==> config.mk <==
export PLATFORM = sky130hd
export DESIGN_NAME = cmp_search_seq
export DESIGN_NICKNAME = d
export VERILOG_FILES = /design/src/rtl/cmp_search_pkg.sv /design/src/rtl/cmp_search_seq.sv
export SDC_FILE = /design/constraint.sdc
export NUM_CORES = 1
export LEC_CHECK = 0
export ABC_AREA = 1
export CORE_ASPECT_RATIO = 1.25
export CORE_MARGIN = 4
export CORE_UTILIZATION = 56
export DETAILED_ROUTE_END_ITERATION = 16
export GPL_ROUTABILITY_DRIVEN = 0
export GPL_TIMING_DRIVEN = 0
export HOLD_SLACK_MARGIN = 0.1
export PLACE_DENSITY_LB_ADDON = 0.15
export SKIP_CTS_REPAIR_TIMING = 1
export SLEW_MARGIN = 20
export SYNTH_ARGS = -nofsm -noshare
export SYNTH_HDL_FRONTEND = slang
export SYNTH_SLANG_ARGS = --single-unit
==> constraint.sdc <==
create_clock -name clk -period 3.7 [get_ports clk]
set_input_delay 0.74 -clock clk [delete_from_list [all_inputs] [get_ports clk]]
set_output_delay 0.74 -clock clk [all_outputs]
set_load 0.01 [all_outputs]
==> src/rtl/cmp_search_pkg.sv <==
// Shared definitions for the comparator-driven search sequencer:
// FSM state encoding and design-wide constants.
`timescale 1ns/1ps
package cmp_search_pkg;

  localparam int WIDTH_DEFAULT = 8;
  localparam int SETTLE_MAX    = 15;

  typedef enum logic [1:0] {
    S_IDLE   = 2'd0,
    S_SETTLE = 2'd1,
    S_SAMPLE = 2'd2,
    S_DONE   = 2'd3
  } state_t;

endpackage

==> src/rtl/cmp_search_seq.sv <==
// Scans probe values 0..2^WIDTH-1 into an external 74x521 identity comparator
// until it reports equality; returns the matching value or a not-found flag.
`timescale 1ns/1ps
module cmp_search_seq
  import cmp_search_pkg::*;
#(
  parameter int WIDTH  = WIDTH_DEFAULT,
  parameter int SETTLE = 1
) (
  input  logic             clk,
  input  logic             rst,
  input  logic             start,
  input  logic             abort,
  input  logic             cmp_n,
  output logic [WIDTH-1:0] probe,
  output logic             en_n,
  output logic             busy,
  output logic             done,
  output logic             found,
  output logic [WIDTH-1:0] result
);

  localparam logic [3:0]       RELOAD = 4'(SETTLE - 1);
  localparam logic [WIDTH-1:0] LAST   = '1;

  state_t     state, state_nxt;
  logic [3:0] cnt;
  logic       last;
  logic       active_nxt;

  assign last       = (probe == LAST);
  assign active_nxt = (state_nxt == S_SETTLE) || (state_nxt == S_SAMPLE);

  // NOTE: every signal written here gets a default first so no latch is inferred.
  always_comb begin
    state_nxt = state;
    unique case (state)
      S_IDLE:   if (start) state_nxt = S_SETTLE;
      S_SETTLE: begin
        if (abort)           state_nxt = S_DONE;
        else if (cnt == '0)  state_nxt = S_SAMPLE;
      end
      S_SAMPLE: begin
        if (abort || !cmp_n || last) state_nxt = S_DONE;
        else                         state_nxt = S_SETTLE;
      end
      S_DONE:   state_nxt = S_IDLE;
      default:  state_nxt = S_IDLE;
    endcase
  end

  // NOTE: sequential state uses non-blocking assignments only, so every
  // register sees the pre-edge values of the others.
  always_ff @(posedge clk) begin
    if (rst) begin
      state  <= S_IDLE;
      cnt    <= '0;
      probe  <= '0;
      en_n   <= 1'b1;
      busy   <= 1'b0;
      done   <= 1'b0;
      found  <= 1'b0;
      result <= '0;
    end else begin
      state <= state_nxt;
      // Outputs follow the next state so they change on the same edge as the FSM.
      en_n  <= !active_nxt;
      busy  <= active_nxt;
      done  <= (state_nxt == S_DONE);

      unique case (state)
        S_IDLE: begin
          if (start) begin
            probe <= '0;
            cnt   <= RELOAD;
            found <= 1'b0;
          end
        end
        S_SETTLE: begin
          if (abort)           found <= 1'b0;
          else if (cnt != '0)  cnt   <= cnt - 4'd1;
        end
        S_SAMPLE: begin
          // Abort wins over a match seen in the same cycle.
          if (abort) begin
            found <= 1'b0;
          end else if (!cmp_n) begin
            result <= probe;
            found  <= 1'b1;
          end else if (last) begin
            found  <= 1'b0;
            result <= '0;
          end else begin
            probe <= probe + WIDTH'(1);
            cnt   <= RELOAD;
          end
        end
        default: ;
      endcase
    end
  end

endmodule

==> results of run 1 <==
-- per-stage QoR --
stage               util (%)  cell area [µm²]  hold slack [ps]  cells  setup slack, ps
floorplan                  -             1460              455    202             2050
global placement        70.9             1740              465    259             1400
detailed placement      70.9             1740              483    259             1340
CTS                     73.1             1790              503    263             1550
global route            73.1             1790              558    263             1500
finish                  73.1             1790              499    263             1550
-- how the worst max path moves through the flow --
| stage | cells past startpoint | end | slack [ps] | from |
|---|---|---|---|---|
| final | 1 | probe[2] | 1550 | probe[2] |
| after detailed placement | 8 | busy | 1340 | abort |
| after global routing | 1 | probe[2] | 1500 | probe[2] |
| after CTS | 1 | probe[2] | 1550 | probe[2] |
| after global placement | 8 | busy | 1400 | abort |
| after floorplan | 7 | busy | 2050 | start |
-- worst reg2reg max path: stages, from the launching register on --
cell and delay (ps):
dfxtp_1 450, ha_1 220, nand2_2 110, nor2_8 180
nand2_4 80, nand2_4 60, nand2_4 70, nand2_1 110
ha_1 240, nand2_1 80, inv_1 50
-- state kept, by name (all words and copies together), names as in the netlist --
name	count
probe	8
result	8
cnt	4
state	2
busy	1
done	1
en_n	1
found	1
-- layout by cell type, fill, tap and decap left out, types with 4 or more instances in the layout --
cell type / instances
a21oi_1: 4
nand2_4: 7
nand3_1: 8
dfxtp_1: 26
clkdlybuf4s50_1: 24
inv_1: 27
a22oi_2: 8
nor2_4: 4
nor2_1: 34
nand2_1: 54
o21ai_0: 5
-- cell type report --
cell class | instances | area, µm²
Buffer | 2 | 8.76
Clock buffer | 3 | 22.5
Clock inverter | 1 | 30.0
Fill cell | 206 | 661
Inverter | 30 | 116
Multi-Input combinational cell | 144 | 812
Sequential cell | 26 | 520
Tap cell | 33 | 41.3
Timing Repair Buffer | 24 | 240
-- routing by layer --
metal / wire length [µm] / global-route usage, % / up-vias
li1: - / - / 686
met1: 1320 / 23.6 / 620
met2: 1650 / 38.5 / 28
met3: 127 / 5.06 / 7
met4: 59 / 10.2 / 0
met5: 0 / 0 / -
-- power by group through the flow --
stage | clock, mW | combinational (mW) | sequential, mW
floorplan | 0 | 0.264 | 0.373
global placement | 0 | 0.370 | 0.364
detailed placement | 0 | 0.387 | 0.369
CTS | 0.203 | 0.390 | 0.362
global route | 0.214 | 0.446 | 0.370
finish | 0.199 | 0.387 | 0.362
-- cells by family after synthesis --
kind of cell               count (synthesis)  share of synthesized area, %
DFF                                       26                          35.7
AOI/OAI and AO/OA                         21                          12.0
buffers and inverters                     32                          8.58
adders and majority gates                  3                          2.58
and+or+nand+nor                          120                          41.1
==> impl_metrics.py, run 1 <==
metrics = {
    "run_status": {
        "status": "finished clean",
    },
    "setup_path": {
        "r2r_setup_slack_ps": 1970,
        "slowest_stage": "clkdlybuf4s50_1",
        "critPathMaxStageDelay_ps": 590,
        "critPathTopFamily": "buffers and inverters",
        "worstPathRequired_ps": 2960,
        "crit_path_end_kind": "output port",
        "r2r-start": "probe[1]",
        "critPathBufInv": 1,
        "r2r-end": "busy",
        "crit_chain": "clkdlybuf4s50_1",
        "cp_max_fo": 6,
        "crit_arrival_ps": 1410,
        "reg2reg_depth": 10,
        "crit_path_start_kind": "flip-flop",
        "timing_worst_setup_path_type": "flip-flop to output port",
    },
    "worst_hold_path": {
        "holdPathStages": 2,
        "min_to": "cnt[0]",
        "hp-class": "flip-flop to flip-flop",
        "min_from": "cnt[0]",
    },
    "pwr": {
        "combPwrFrac_pct": 40.8,
        "power_density_nw_per_um2": 529,
        "irDropWorstVdd_v": 0.000298,
        "seqPwrFrac_pct": 38.2,
        "p_leak_nw": 0.825,
        "p_int_mw": 0.588,
        "clock_power_share_pct": 21.0,
        "finalPower_mw": 0.948,
        "p_sw_share_pct": 38.0,
        "power.switching_mw": 0.361,
    },
    "detailed_routing": {
        "wl_per_cell_um": 12.0,
        "ant_nets": 0,
        "dr_total_vias": 1341,
        "dr.first_iter.drc_count": 31,
        "wl_um": 3150,
        "drcViolationCount": 0,
        "dr.pass1.iters": 4,
        "avgViaCountPerCell": 5.10,
    },
    "floorplan": {
        "die_x_um": 53.6,
        "pin_count": 25,
        "initial_core_util_pct": 59.4,
        "num_rows": 20,
        "core_um2": 2450,
        "die_h_um": 65.0,
        "die_area_um2": 3490,
    },
    "synthesis": {
        "synth_edf_count": 0,
        "synth_top_area_share_pct": 35.7,
        "synth_cell_types": 27,
        "yosysSeqAreaShare_pct": 35.7,
        "postSynthCellCount": 202,
        "synthesis.nets": 210,
        "ys_ff_latch": 26,
        "synth_area_leaders": "dfxtp_1, nand2_1, nor2_1",
        "yosysWarnings": 0,
        "syn_area_per_cell_um2": 7.22,
        "yosysTopAreaCell": "dfxtp_1",
        "synthArstFlopShare_pct": 0,
        "syn_area_um2": 1460,
        "synth_ff_type": "dfxtp_1",
        "ys_top_cells_by_count": "nand2_1, nor2_1, inv_1",
        "yosysMostFrequentCell": "nand2_1",
    },
    "global_route": {
        "grt_pass1_wl_um": 5690,
        "grt_overflow": 0,
        "antenna_found_initial": 0,
        "grt_pass1_vias": 1371,
        "track_usage_pct": 21.8,
        "grt_max_degree": 16,
    },
    "place": {
        "dp_hpwl_um": 2420,
        "io_buffer_count": 24,
    },
    "clock_network": {
        "cts_buffers": 3,
        "insertion_delay_ps": 330,
        "cts_tree": "done",
        "root_buffer": "clkbuf_4",
        "clockBufferDepth": 2,
        "cts_max_level": 1,
        "cts.sinks": 26,
        "clk_pin_slew_ps": 140,
    },
    "sta": {
        "finalCriticalPeriod_ps": 2150,
        "worstMarginPinSlew_ps": 462,
        "slew_violations": 0,
        "post-route-period-util_pct": 58.1,
        "fin_setup_tns_ps": 0,
        "final-setup-viol-count": 0,
        "hold_viol": 0,
        "finClkSkew_ps": 4.09,
        "slew_headroom_pct": 69.2,
        "fmax_ghz": 0.465,
        "rsz0062_at_grt": "no",
    },
    "layout": {
        "nNetsFinal": 239,
        "area_growth_syn_to_layout_pct": 22.9,
        "layout-drive-gt1-share_pct": 15.7,
        "diodes": 0,
    },
    "job": {
        "drv_cap": 0,
    },
}
Note: power is estimated with default switching activity, not from simulation.
==> run 2: changes to the inputs <==
--- a/config.mk
+++ b/config.mk
@@ -8,7 +8,7 @@
 export ABC_AREA = 1
 export CORE_ASPECT_RATIO = 1.25
 export CORE_MARGIN = 4
-export CORE_UTILIZATION = 56
+export CORE_UTILIZATION = 47
 export DETAILED_ROUTE_END_ITERATION = 16
 export GPL_ROUTABILITY_DRIVEN = 0
 export GPL_TIMING_DRIVEN = 0
==> constraint.sdc (replaced) <==
create_clock -name clk -period 1.79 [get_ports clk]
set_input_delay 0.358 -clock clk [delete_from_list [all_inputs] [get_ports clk]]
set_output_delay 0.358 -clock clk [all_outputs]
set_load 0.01 [all_outputs]
==> run 2 against run 1 <==
Effect of this change:
- worst hold slack better by 4.3 ps
- sequential share of layout area up 0.30 points
- die area up 16%
- wire length up 3.6%
- largest power group unchanged
- via count down 0.52%
- combinational power up 110%
==> impl_metrics.py, run 2 (synthesis results as in run 1) <==
metrics = {
    "place": {
        "io_buffer_count": 24,
        "dp_hpwl_um": 2530,
        "place_area_um2": 1740,
        "pre_cts_ws_ps": -140,
    },
    "setup_path": {
        "reg2reg_depth": 10,
        "cp_max_fo": 6,
        "timing_worst_setup_path_type": "flip-flop to flip-flop",
        "crit_path_start_kind": "flip-flop",
        "crit_chain": "ha_1 > nand2_2 > nor2_8 > nand2_4 > nand2_4 > nand2_4 > nand2_1 > ha_1 > nand2_1 > inv_1",
        "critPathMaxStageDelay_ps": 440,
        "worstPathRequired_ps": 2030,
        "crit_path_end_kind": "flip-flop",
        "crit_arrival_ps": 1950,
        "slowest_stage": "dfxtp_1",
        "cpMostUsedCell": "nand2_4",
    },
    "detailed_routing": {
        "dr_total_vias": 1334,
        "wl_met3_um": 126,
        "drt-met1-wl_um": 1330,
        "drcViolationCount": 0,
        "wl_per_cell_um": 12.3,
        "ant_nets": 0,
        "top_layer_used": "met4",
        "dr.pass1.iters": 4,
        "wl_met2_um": 1770,
        "dr.first_iter.drc_count": 79,
        "avgViaCountPerCell": 5.02,
        "wl_um": 3270,
    },
    "sta": {
        "slew_headroom_pct": 67.3,
        "fmax_ghz": 0.586,
        "worst_slack_ps": 84.2,
        "post-route-period-util_pct": 95.3,
        "finalCriticalPeriod_ps": 1710,
        "hold_viol": 0,
        "finClkSkew_ps": 1.46,
        "worstMarginPinSlew_ps": 490,
        "slew_violations": 0,
        "final-setup-viol-count": 0,
        "whs_ps": 503,
    },
    "floorplan": {
        "die_h_um": 70.3,
        "die_x_um": 57.8,
        "die_area_um2": 4060,
        "core_um2": 2950,
        "num_rows": 22,
        "initial_core_util_pct": 49.5,
        "pin_count": 25,
    },
    "pwr": {
        "p_leak_nw": 0.818,
        "irDropWorstVdd_v": 0.000690,
        "power_density_nw_per_um2": 1040,
        "finalPower_mw": 1.86,
    },
    "layout": {
        "stdcell_area_um2": 1780,
        "layout-drive-gt1-share_pct": 16.5,
        "layout_commonest_cell": "nand2_1",
        "nNetsFinal": 239,
        "diodes": 0,
        "postLayoutCoreUtil_pct": 60.5,
        "area_growth_syn_to_layout_pct": 22.2,
        "reg.largest.list": "probe x8, result x8, cnt x4",
        "layout_common_cells": "nand2_1, nor2_1, inv_1",
        "n_fill_cell": 274,
    },
    "clock_network": {
        "clk_pin_slew_ps": 140,
        "clockBufferDepth": 2,
        "root_buffer": "clkbuf_4",
        "cts_buffers": 3,
        "cts_tree": "done",
        "insertion_delay_ps": 320,
        "cts.sinks": 26,
        "cts_max_level": 1,
    },
    "worst_hold_path": {
        "holdPathStages": 2,
        "hp-class": "flip-flop to flip-flop",
    },
    "global_route": {
        "grt_pass1_vias": 1353,
        "grt_max_degree": 15,
        "track_usage_pct": 17.4,
        "grt_overflow": 0,
        "grt_pass1_wl_um": 5720,
        "antenna_found_initial": 0,
    },
    "job": {
        "drv_cap": 0,
    },
    "run_status": {
        "status": "finished clean",
    },
}
==> run 2: cell count changes in the layout (fill, tap and decap cells not counted) <==
cell,previous run,this run
bufinv_16,1,0
dfxtp_1,26,24
clkbuf_8,0,1
dfxtp_2,0,2
==> run 2: final cells by class <==
cell class                      instances  area (µm²)  area share [%]
Buffer                                  2        8.76           0.492
Clock buffer                            4        36.3            2.04
Inverter                               30         116            6.53
Multi-Input combinational cell        144         812            45.6
Sequential cell                        26         523            29.4
Tap cell                               36        45.0            2.53
Timing Repair Buffer                   24         240            13.5
==> run 2: critical path, delay by kind of cell (launching register included) <==
kind	cells	cell delay, ps
DFF	1	440
adders and majority gates	2	460
buffers and inverters	1	40
and+or+nand+nor	7	670
==> run 2: metrics by stage <==
stage	setup TNS [ps]	std cells
after floorplan	0	202
after global routing	-12.7	266
after detailed placement	-440	262
after global placement	-219	262
final	0	266
after CTS	0	266
==> run 2: routing by layer <==
metal	GRT usage (%)	vias to the layer above
met5	0	-
met4	5.15	0
met3	3.33	4
met2	32.7	29
met1	18.9	611
li1	-	690
==> run 2: path summary, 6_finish.rpt <==
| kind | to | slack, ps | start |
|---|---|---|---|
| worst max-delay path | busy | 80 | probe[1] |
| worst min-delay path | cnt[0] | 500 | cnt[0] |
| worst max register to register | busy | 80 | probe[1] |
| worst min register to register | cnt[0] | 500 | cnt[0] |
==> run 2: power by group <==
part | switching [mW] | internal, mW | leakage (nW)
sequential | 0.0653 | 0.676 | 0.213
combinational | 0.497 | 0.317 | 0.584
clock | 0.178 | 0.124 | 0.0210
==> run 3: changes to the inputs <==
--- a/config.mk
+++ b/config.mk
@@ -14,7 +14,6 @@
 export GPL_TIMING_DRIVEN = 0
 export HOLD_SLACK_MARGIN = 0.1
 export PLACE_DENSITY_LB_ADDON = 0.15
-export SKIP_CTS_REPAIR_TIMING = 1
 export SLEW_MARGIN = 20
 export SYNTH_ARGS = -nofsm -noshare
 export SYNTH_HDL_FRONTEND = slang
==> results of run 3 <==
No change in the layout: final DEF, timing and power equal those of run 2.
